$ cat config.mk
export PLATFORM = sky130hd
export DESIGN_NAME = ad4003_sdo_reader
export DESIGN_NICKNAME = d
export VERILOG_FILES = /design/src/rtl/ad4003_reader_pkg.sv /design/src/rtl/ad4003_lane_shifter.sv /design/src/rtl/ad4003_sdo_reader.sv
export SDC_FILE = /design/constraint.sdc
export NUM_CORES = 2
export LEC_CHECK = 0
export CAP_MARGIN = 20
export CORE_AREA = 2 2 386 388
export DETAILED_ROUTE_END_ITERATION = 10
export DIE_AREA = 0 0 388 390
export PLACE_DENSITY = 0.69
export SLEW_MARGIN = 20
export SYNTH_ARGS = -nofsm -noshare
export SYNTH_HDL_FRONTEND = slang
export SYNTH_SLANG_ARGS = --single-unit
export TNS_END_PERCENT = 20
$ cat constraint.sdc
create_clock -name adc_read_clk -period 4.55 [get_ports adc_read_clk]
set_clock_uncertainty 0.1 [all_clocks]
set_input_delay 1.365 -clock adc_read_clk [delete_from_list [all_inputs] [get_ports adc_read_clk]]
set_output_delay 1.365 -clock adc_read_clk [all_outputs]
set_load 0.02 [all_outputs]
$ cat src/rtl/ad4003_reader_pkg.sv
// Shared constants for the AD4003 SDO reader: FSM encoding, default geometry, lane slicing.
package ad4003_reader_pkg;

  localparam int unsigned N_CH_DEF       = 48;
  localparam int unsigned FRAME_BITS_DEF = 18;
  localparam int unsigned CNT_W_DEF      = 16;

  localparam logic [1:0] ST_IDLE  = 2'd0;
  localparam logic [1:0] ST_SHIFT = 2'd1;
  localparam logic [1:0] ST_LATCH = 2'd2;

  // Lowest bit of a lane's field inside the flattened sample frame.
  function automatic int unsigned lane_lsb(input int unsigned lane, input int unsigned bits);
    return lane * bits;
  endfunction

endpackage

$ cat src/rtl/ad4003_lane_shifter.sv
// One SDO lane: MSB-first serial-in shift register, advanced only when shift_en is high.
module ad4003_lane_shifter
  import ad4003_reader_pkg::*;
#(
  parameter int unsigned FRAME_BITS = FRAME_BITS_DEF
) (
  input  logic                  adc_read_clk,
  input  logic                  rst_n,
  input  logic                  shift_en,
  input  logic                  sdo,
  output logic [FRAME_BITS-1:0] sreg
);

  always_ff @(posedge adc_read_clk or negedge rst_n) begin
    if (!rst_n) begin
      sreg <= '0;
    end else if (shift_en) begin
      sreg <= {sreg[FRAME_BITS-2:0], sdo};
    end
  end

endmodule

$ cat src/rtl/ad4003_sdo_reader.sv
// Captures N_CH parallel AD4003 SDO lanes per read window, checks the bit count and
// presents one sample frame with valid/ready, plus frame/error/overrun counters.
module ad4003_sdo_reader
  import ad4003_reader_pkg::*;
#(
  parameter int unsigned N_CH       = N_CH_DEF,
  parameter int unsigned FRAME_BITS = FRAME_BITS_DEF,
  parameter int unsigned CNT_W      = CNT_W_DEF
) (
  input  logic                       adc_read_clk,
  input  logic                       rst_n,
  input  logic                       reader_en_sync,
  input  logic [N_CH-1:0]            adc_sdo,
  input  logic                       acq_en,
  input  logic                       cnt_clr,
  output logic [N_CH*FRAME_BITS-1:0] adc_data,
  output logic                       adc_data_valid,
  input  logic                       adc_data_ready,
  output logic [31:0]                frame_cnt,
  output logic [CNT_W-1:0]           frame_err_cnt,
  output logic [CNT_W-1:0]           overrun_cnt,
  output logic                       busy
);

  localparam int unsigned BC_W   = $clog2(FRAME_BITS + 2);
  localparam int unsigned DATA_W = N_CH * FRAME_BITS;

  logic [1:0]        state_q, state_nxt;
  logic [BC_W-1:0]   bit_cnt_q, bit_cnt_nxt;
  logic              en_d;
  logic              late_q, late_nxt;
  logic              rise_c, fall_c;
  logic              shift_en_c, load_c, err_inc_c, ovr_inc_c;
  logic [DATA_W-1:0] sreg_flat;

  assign rise_c = reader_en_sync && !en_d;
  assign fall_c = !reader_en_sync && en_d;

  for (genvar i = 0; i < int'(N_CH); i++) begin : g_lane
    localparam int unsigned LSB = lane_lsb($unsigned(i), FRAME_BITS);
    ad4003_lane_shifter #(.FRAME_BITS(FRAME_BITS)) u_shifter (
      .adc_read_clk (adc_read_clk),
      .rst_n        (rst_n),
      .shift_en     (shift_en_c),
      .sdo          (adc_sdo[i]),
      .sreg         (sreg_flat[LSB +: FRAME_BITS])
    );
  end

  // en_d resets high so a window already open when reset releases never shows a rise.
  always_ff @(posedge adc_read_clk or negedge rst_n) begin
    if (!rst_n) begin
      state_q   <= ST_IDLE;
      bit_cnt_q <= '0;
      en_d      <= 1'b1;
      late_q    <= 1'b0;
    end else begin
      state_q   <= state_nxt;
      bit_cnt_q <= bit_cnt_nxt;
      en_d      <= reader_en_sync;
      late_q    <= late_nxt;
    end
  end

  always_comb begin
    state_nxt   = state_q;
    bit_cnt_nxt = bit_cnt_q;
    late_nxt    = late_q;
    shift_en_c  = 1'b0;
    load_c      = 1'b0;
    err_inc_c   = 1'b0;
    ovr_inc_c   = 1'b0;
    case (state_q)
      ST_IDLE: begin
        // A window that opened during LATCH is reported when it closes.
        if (fall_c && late_q) begin
          err_inc_c = 1'b1;
          late_nxt  = 1'b0;
        end
        if (rise_c && acq_en) begin
          shift_en_c  = 1'b1;
          bit_cnt_nxt = BC_W'(1);
          state_nxt   = ST_SHIFT;
        end
      end
      ST_SHIFT: begin
        if (reader_en_sync) begin
          shift_en_c = 1'b1;
          if (bit_cnt_q != BC_W'(FRAME_BITS + 1)) begin
            bit_cnt_nxt = bit_cnt_q + BC_W'(1);
          end
        end else begin
          state_nxt = ST_LATCH;
        end
      end
      ST_LATCH: begin
        state_nxt = ST_IDLE;
        if (rise_c) begin
          late_nxt = 1'b1;
        end
        if (bit_cnt_q != BC_W'(FRAME_BITS)) begin
          err_inc_c = 1'b1;
        end else if (!adc_data_valid || adc_data_ready) begin
          load_c = 1'b1;
        end else begin
          ovr_inc_c = 1'b1;
        end
      end
      default: state_nxt = ST_IDLE;
    endcase
  end

  // Output frame, handshake and status counters; cnt_clr beats any increment.
  always_ff @(posedge adc_read_clk or negedge rst_n) begin
    if (!rst_n) begin
      adc_data       <= '0;
      adc_data_valid <= 1'b0;
      frame_cnt      <= '0;
      frame_err_cnt  <= '0;
      overrun_cnt    <= '0;
      busy           <= 1'b0;
    end else begin
      busy <= (state_nxt != ST_IDLE);
      if (load_c) begin
        adc_data       <= sreg_flat;
        adc_data_valid <= 1'b1;
      end else if (adc_data_valid && adc_data_ready) begin
        adc_data_valid <= 1'b0;
      end
      if (cnt_clr) begin
        frame_cnt <= '0;
      end else if (load_c) begin
        frame_cnt <= frame_cnt + 32'd1;
      end
      if (cnt_clr) begin
        frame_err_cnt <= '0;
      end else if (err_inc_c && (frame_err_cnt != '1)) begin
        frame_err_cnt <= frame_err_cnt + CNT_W'(1);
      end
      if (cnt_clr) begin
        overrun_cnt <= '0;
      end else if (ovr_inc_c && (overrun_cnt != '1)) begin
        overrun_cnt <= overrun_cnt + CNT_W'(1);
      end
    end
  end

endmodule

Word level (Yosys, flattened, before mapping)
Cells that the tools add are included.
- add/subtract/negate cells: 4
- equal/unequal tests: 11
- mux-type cells: 30
- reduce and logical (&&, ||, !) cells: 21
- operators by type and width (cell ; number):
    $mux W16 ; 4
    $mux W32 ; 2
    $add A16 B1 Y16 const B ; 2
    $add A32 B1 Y32 const B ; 1
    $ne A16 B16 Y1 const B ; 2
    $mux W5 ; 3
    $mux W1 ; 14
    $reduce_bool A2 Y1 ; 7
    $ne A2 B2 Y1 const B ; 5
    $ne A5 B5 Y1 const B ; 2
    $pmux W5 S2 ; 1
    $logic_and A1 B1 Y1 ; 7
    $pmux W1 S2 ; 3
    $add A5 B1 Y5 const B ; 1
    $mux W2 ; 2
    $pmux W2 S2 ; 1
    $reduce_and A4 Y1 ; 1
    $logic_not A1 Y1 ; 3
    $reduce_and A3 Y1 ; 1
    $eq A2 B1 Y1 const B ; 1
    $eq A2 B2 Y1 const B ; 1
    $logic_not A2 Y1 ; 1
    $logic_or A1 B1 Y1 ; 1
- register bits after elaboration: 1803
- word-level logic and storage cells: 124

Logic depth before layout (Yosys ltp)
- depth after elaboration: 8
- gate-level depth with buffers: 9

By module
A second synthesis with hierarchy kept.
- cell total of the unflattened synthesis: 5882
- area, all modules: 70919.3 sq um
- modules (own cells, without submodules) (module ; instances ; cells each ; area each (sq um) ; seq. area each (sq um)):
    ad4003_sdo_reader ; 1 ; 4058 ; 36266.0 ; 23498.8
    ad4003_lane_shifter ; 48 ; 38 ; 721.9 ; 450.4

Worst setup path before layout
OpenSTA, ideal clock, no wires.
- kind: input to register
- from: in adc_data_ready
- to: reg frame_cnt[18]
- library setup time: 132 ps
- arrival: 2675 ps
- setup slack: 1643 ps
- stages: 5
- buffers on the path: 0
- cell sequence: nor2b_1 nor4b_2 or4b_2 xnor2_1 nor2_1
- word-level cells in the longest chain between the ends: 5
- ends and longest elaborated chain (what ; line ; RTL):
    start, declared ; ad4003_sdo_reader.sv:18 ; input logic adc_data_ready,
    $logic_or A1 B1 Y1 ; ad4003_sdo_reader.sv:103 ; end else if (!adc_data_valid || adc_data_ready) begin
    $mux W1 ; ad4003_sdo_reader.sv:103 ;
    $mux W1 ; ad4003_sdo_reader.sv:101 ; if (bit_cnt_q != BC_W'(FRAME_BITS)) begin
    $mux W1 ; ad4003_sdo_reader.sv:73 ; case (state_q)
    $reduce_bool A2 Y1 (no source line) ; -- ;
    end signal, assigned ; ad4003_sdo_reader.sv:133 ; frame_cnt <= frame_cnt + 32'd1;
    end, declared ; ad4003_sdo_reader.sv:19 ; output logic [31:0] frame_cnt,
No other way between the ends.
A chain may end at the register's enable or synchronous reset.

Worst setup path in the final report
- from: reg overrun_cnt[7]
- to: out overrun_cnt[7]
- RTL lines (what ; line ; RTL):
    start, declared ; ad4003_sdo_reader.sv:21 ; output logic [CNT_W-1:0] overrun_cnt,
    start signal, assigned ; ad4003_sdo_reader.sv:143 ; overrun_cnt <= overrun_cnt + CNT_W'(1);
No word-level cell between the ends.

==> flow_metrics.py <==
metrics = {
    "synthesis": {
        "synthTopCellsByCount": "nand2_1 (5217), dfrtp_1 (1802), clkbuf_1 (268)",
        "synth-main-ff-cell": "dfrtp_1",
        "synthArstFlopShare": 1.00,
        "synth_area_leaders": "dfrtp_1 (66%), nand2_1 (29%), clkbuf_1 (1.5%), buf_2 (0.77%), xnor2_1 (0.44%)",
        "synth_area_sq_um": 68200,
        "avgSynthCellArea_sq_um": 8.84,
        "ys_ff_latch": 1803,
        "synth.net_count": 7771,
        "ys_types": 45,
        "synth_cells": 7712,
        "yosys_warnings": 0,
        "synth_top_area_frac": 0.661,
        "ys_seq_area_frac": 0.662,
        "yosysMostFrequentCell": "nand2_1",
        "yosys.area.top_type": "dfrtp_1",
        "synth_edf_count": 0,
    },
    "critical_path": {
        "slowest_stage": "clkdlybuf4s50_1",
        "crit_arrival_ns": 1.98,
        "rr_worst_depth": 8,
        "worst_ep_required_time_ns": 3.08,
        "cp-start-kind": "register",
        "path_cells": "clkdlybuf4s50_1",
        "path_buf_inv": 1,
        "rr_endpoint": "adc_data[570]",
        "worst-r2r-setup-slack_ns": 1.77,
        "max_stage_delay_ns": 0.71,
        "crit_family": "buffers and inverters",
        "endpoint_kind": "primary output",
        "criticalPathCategory": "register to primary output",
        "crit_fanout": 7,
        "reg2reg_from": "bit_cnt_q[0]",
    },
    "timing": {
        "hold_violations": 0,
        "fin_tns_setup_ns": 0,
        "drv_slew": 0,
        "setup_viol": 0,
        "final.min_clock_period_ns": 3.45,
        "timing.final.crit_share": 0.758,
        "max_slew_margin": 0.258,
        "worst_slew_pin_slew_ns": 1.11,
        "max_freq_mhz": 290,
        "rsz0062_at_grt": "false",
    },
    "grt": {
        "grtUsageTotal": 0.254,
        "grtUsageMet3": 0.0511,
        "antenna_found_initial": 5,
        "met1_usage": 0.339,
        "busiest_layer": "met2",
        "grt_pass1_vias": 52800,
        "grt_pass1_wl_mm": 304,
        "grt_max_degree": 170,
        "met2_usage": 0.396,
        "grt-ovfl-total": 0,
    },
    "place": {
        "placed_area_sq_um": 80300,
        "dp_hpwl_mm": 129,
        "placement.io_buffers": 983,
        "gp_congestion": 0.879,
    },
    "floorplanning": {
        "ioPinCount": 984,
        "initial_core_util": 0.463,
        "die_area_sq_um": 151000,
        "die_h_um": 390,
        "core_sq_um": 147000,
        "dieWidth_um": 388,
        "std_cell_rows": 141,
    },
    "cts": {
        "cts.reportedPaths.clkPinSlew_ns": 0.06,
        "ctsHoldBuffers": 0,
        "cts_resized": 0,
        "cts_buffers": 180,
        "cts_buffer_depth": 3,
        "post_cts_buffers": 0,
        "cts_tree": "done",
        "root_buffer": "clkbuf_16",
        "clkLatencyLatePin_ns": 0.80,
        "clock-sinks": 1803,
        "h-tree-depth": 4,
    },
    "drt": {
        "ant_nets": 0,
        "drt_iter0_markers": 4408,
        "viasPerCell": 5.02,
        "vias": 53600,
        "dr.pass1.iters": 5,
        "drt-wirelength-per-cell_um": 18.2,
        "drt-total-wl_mm": 194,
        "drc_errors": 0,
    },
    "status": {
        "outcome": "finished, final reports clean",
    },
    "final_layout": {
        "diodes": 0,
        "stdcell_area_sq_um": 86400,
        "fin_nets": 8651,
        "area_delta_synth_final_pct": 26.8,
        "drive_gt1_frac": 0.0466,
    },
    "power_and_ir_drop": {
        "p_per_area_nw_per_um2": 426,
        "ir_worst_vdd_mv": 0.306,
        "power.leakage_nw": 46.7,
    },
    "run": {
        "drv_cap": 0,
    },
    "worst_hold_path": {
        "hold_path_class": "register to register",
        "hp-start": "g_lane[36].u_shifter.sreg[17]",
        "worstHoldPathCells": 2,
        "hold_path_end": "adc_data[665]",
    },
}
==> per-stage QoR <==
step / worst slack (ns) / hold WS, ns / utilization / total power [W] / cells
after floorplan: 1.64 / 0.339 / - / 0.0206 / 7712
after global placement: 0.735 / 0.348 / 0.546 / 0.0218 / 10300
after detailed placement: 0.689 / 0.350 / 0.546 / 0.0219 / 10300
after CTS: 1.02 / 0.351 / 0.587 / 0.0372 / 10700
after global routing: 1.01 / 0.384 / 0.587 / 0.0384 / 10700
final: 1.10 / 0.352 / 0.587 / 0.0369 / 10700
==> power by group <==
part | internal (W) | switching (W) | total, W
Clock | 0.00896 | 0.00626 | 0.0152
Sequential | 0.0177 | 0.00149 | 0.0192
Combinational | 0.000863 | 0.00156 | 0.00242
==> worst max path at each step <==
stage                                     to      startpoint  slack [ns]  depth (start not counted)
5_1_grt                       overrun_cnt[7]  overrun_cnt[7]        1.01                          1
3_3_place_gp    g_lane[46].u_shifter.sreg[2]          acq_en        0.74                          7
3_5_place_dp   g_lane[45].u_shifter.sreg[10]          acq_en        0.69                          7
4_1_cts                        adc_data[162]   adc_data[162]        1.02                          1
6_report                      overrun_cnt[7]  overrun_cnt[7]        1.10                          1
2_1_floorplan                  frame_cnt[18]  adc_data_ready        1.64                          5
==> cell type report <==
cell class                 count  area [sq um]
clock inverter                49           671
clock buffer                 278          5440
tap                         1930          2410
fill                       12500         60700
sequential                  1803         45100
inverter                       9          41.3
multi-input combinational   5504         21500
timing repair buffer        1094         11300
==> routing by layer <==
layer	part of all wire	vias up
met5	0.00031	-
met4	0.055	8
met2	0.46	1724
met1	0.42	26300
met3	0.065	409
li1	-	25100
==> kinds of logic after synthesis <==
kind of cell	count (synthesis)	share of synthesized area
buffers and inverters	405	0.0242
XOR/XNOR	46	0.00591
AO/OA/AOI/OAI	48	0.00428
AND/OR/NAND/NOR	5403	0.303
adder cells (fa/ha/maj)	5	0.000917
multiplexers	2	0.000294
flip-flops	1803	0.662
==> cells in the final DEF (no fill, tap or decap), types with 13 or more instances in the layout <==
cell | synthesis | layout
nand2_1 | 5217 | 5217
nand3_1 | 21 | 20
bufinv_16 | 0 | 13
clkdlybuf4s50_1 | 0 | 981
a21oi_1 | 19 | 19
buf_4 | 0 | 62
clkbuf_16 | 0 | 185
xnor2_1 | 34 | 34
nand4_1 | 24 | 24
dfrtp_1 | 1802 | 1802
buf_12 | 0 | 49
nor4_1 | 18 | 17
clkbuf_1 | 268 | 47
clkinv_2 | 0 | 26
nor2_1 | 59 | 59
clkbuf_8 | 0 | 46
==> sequential cells by signal, summed over array words and instances, names as in the netlist, 2 cells and up <==
signal	flops
bit_cnt_q	5
state_q	2
g_lane.u_shifter.sreg	864
adc_data	864
overrun_cnt	16
frame_err_cnt	16
frame_cnt	32
Note: power is estimated with default switching activity, not from simulation.
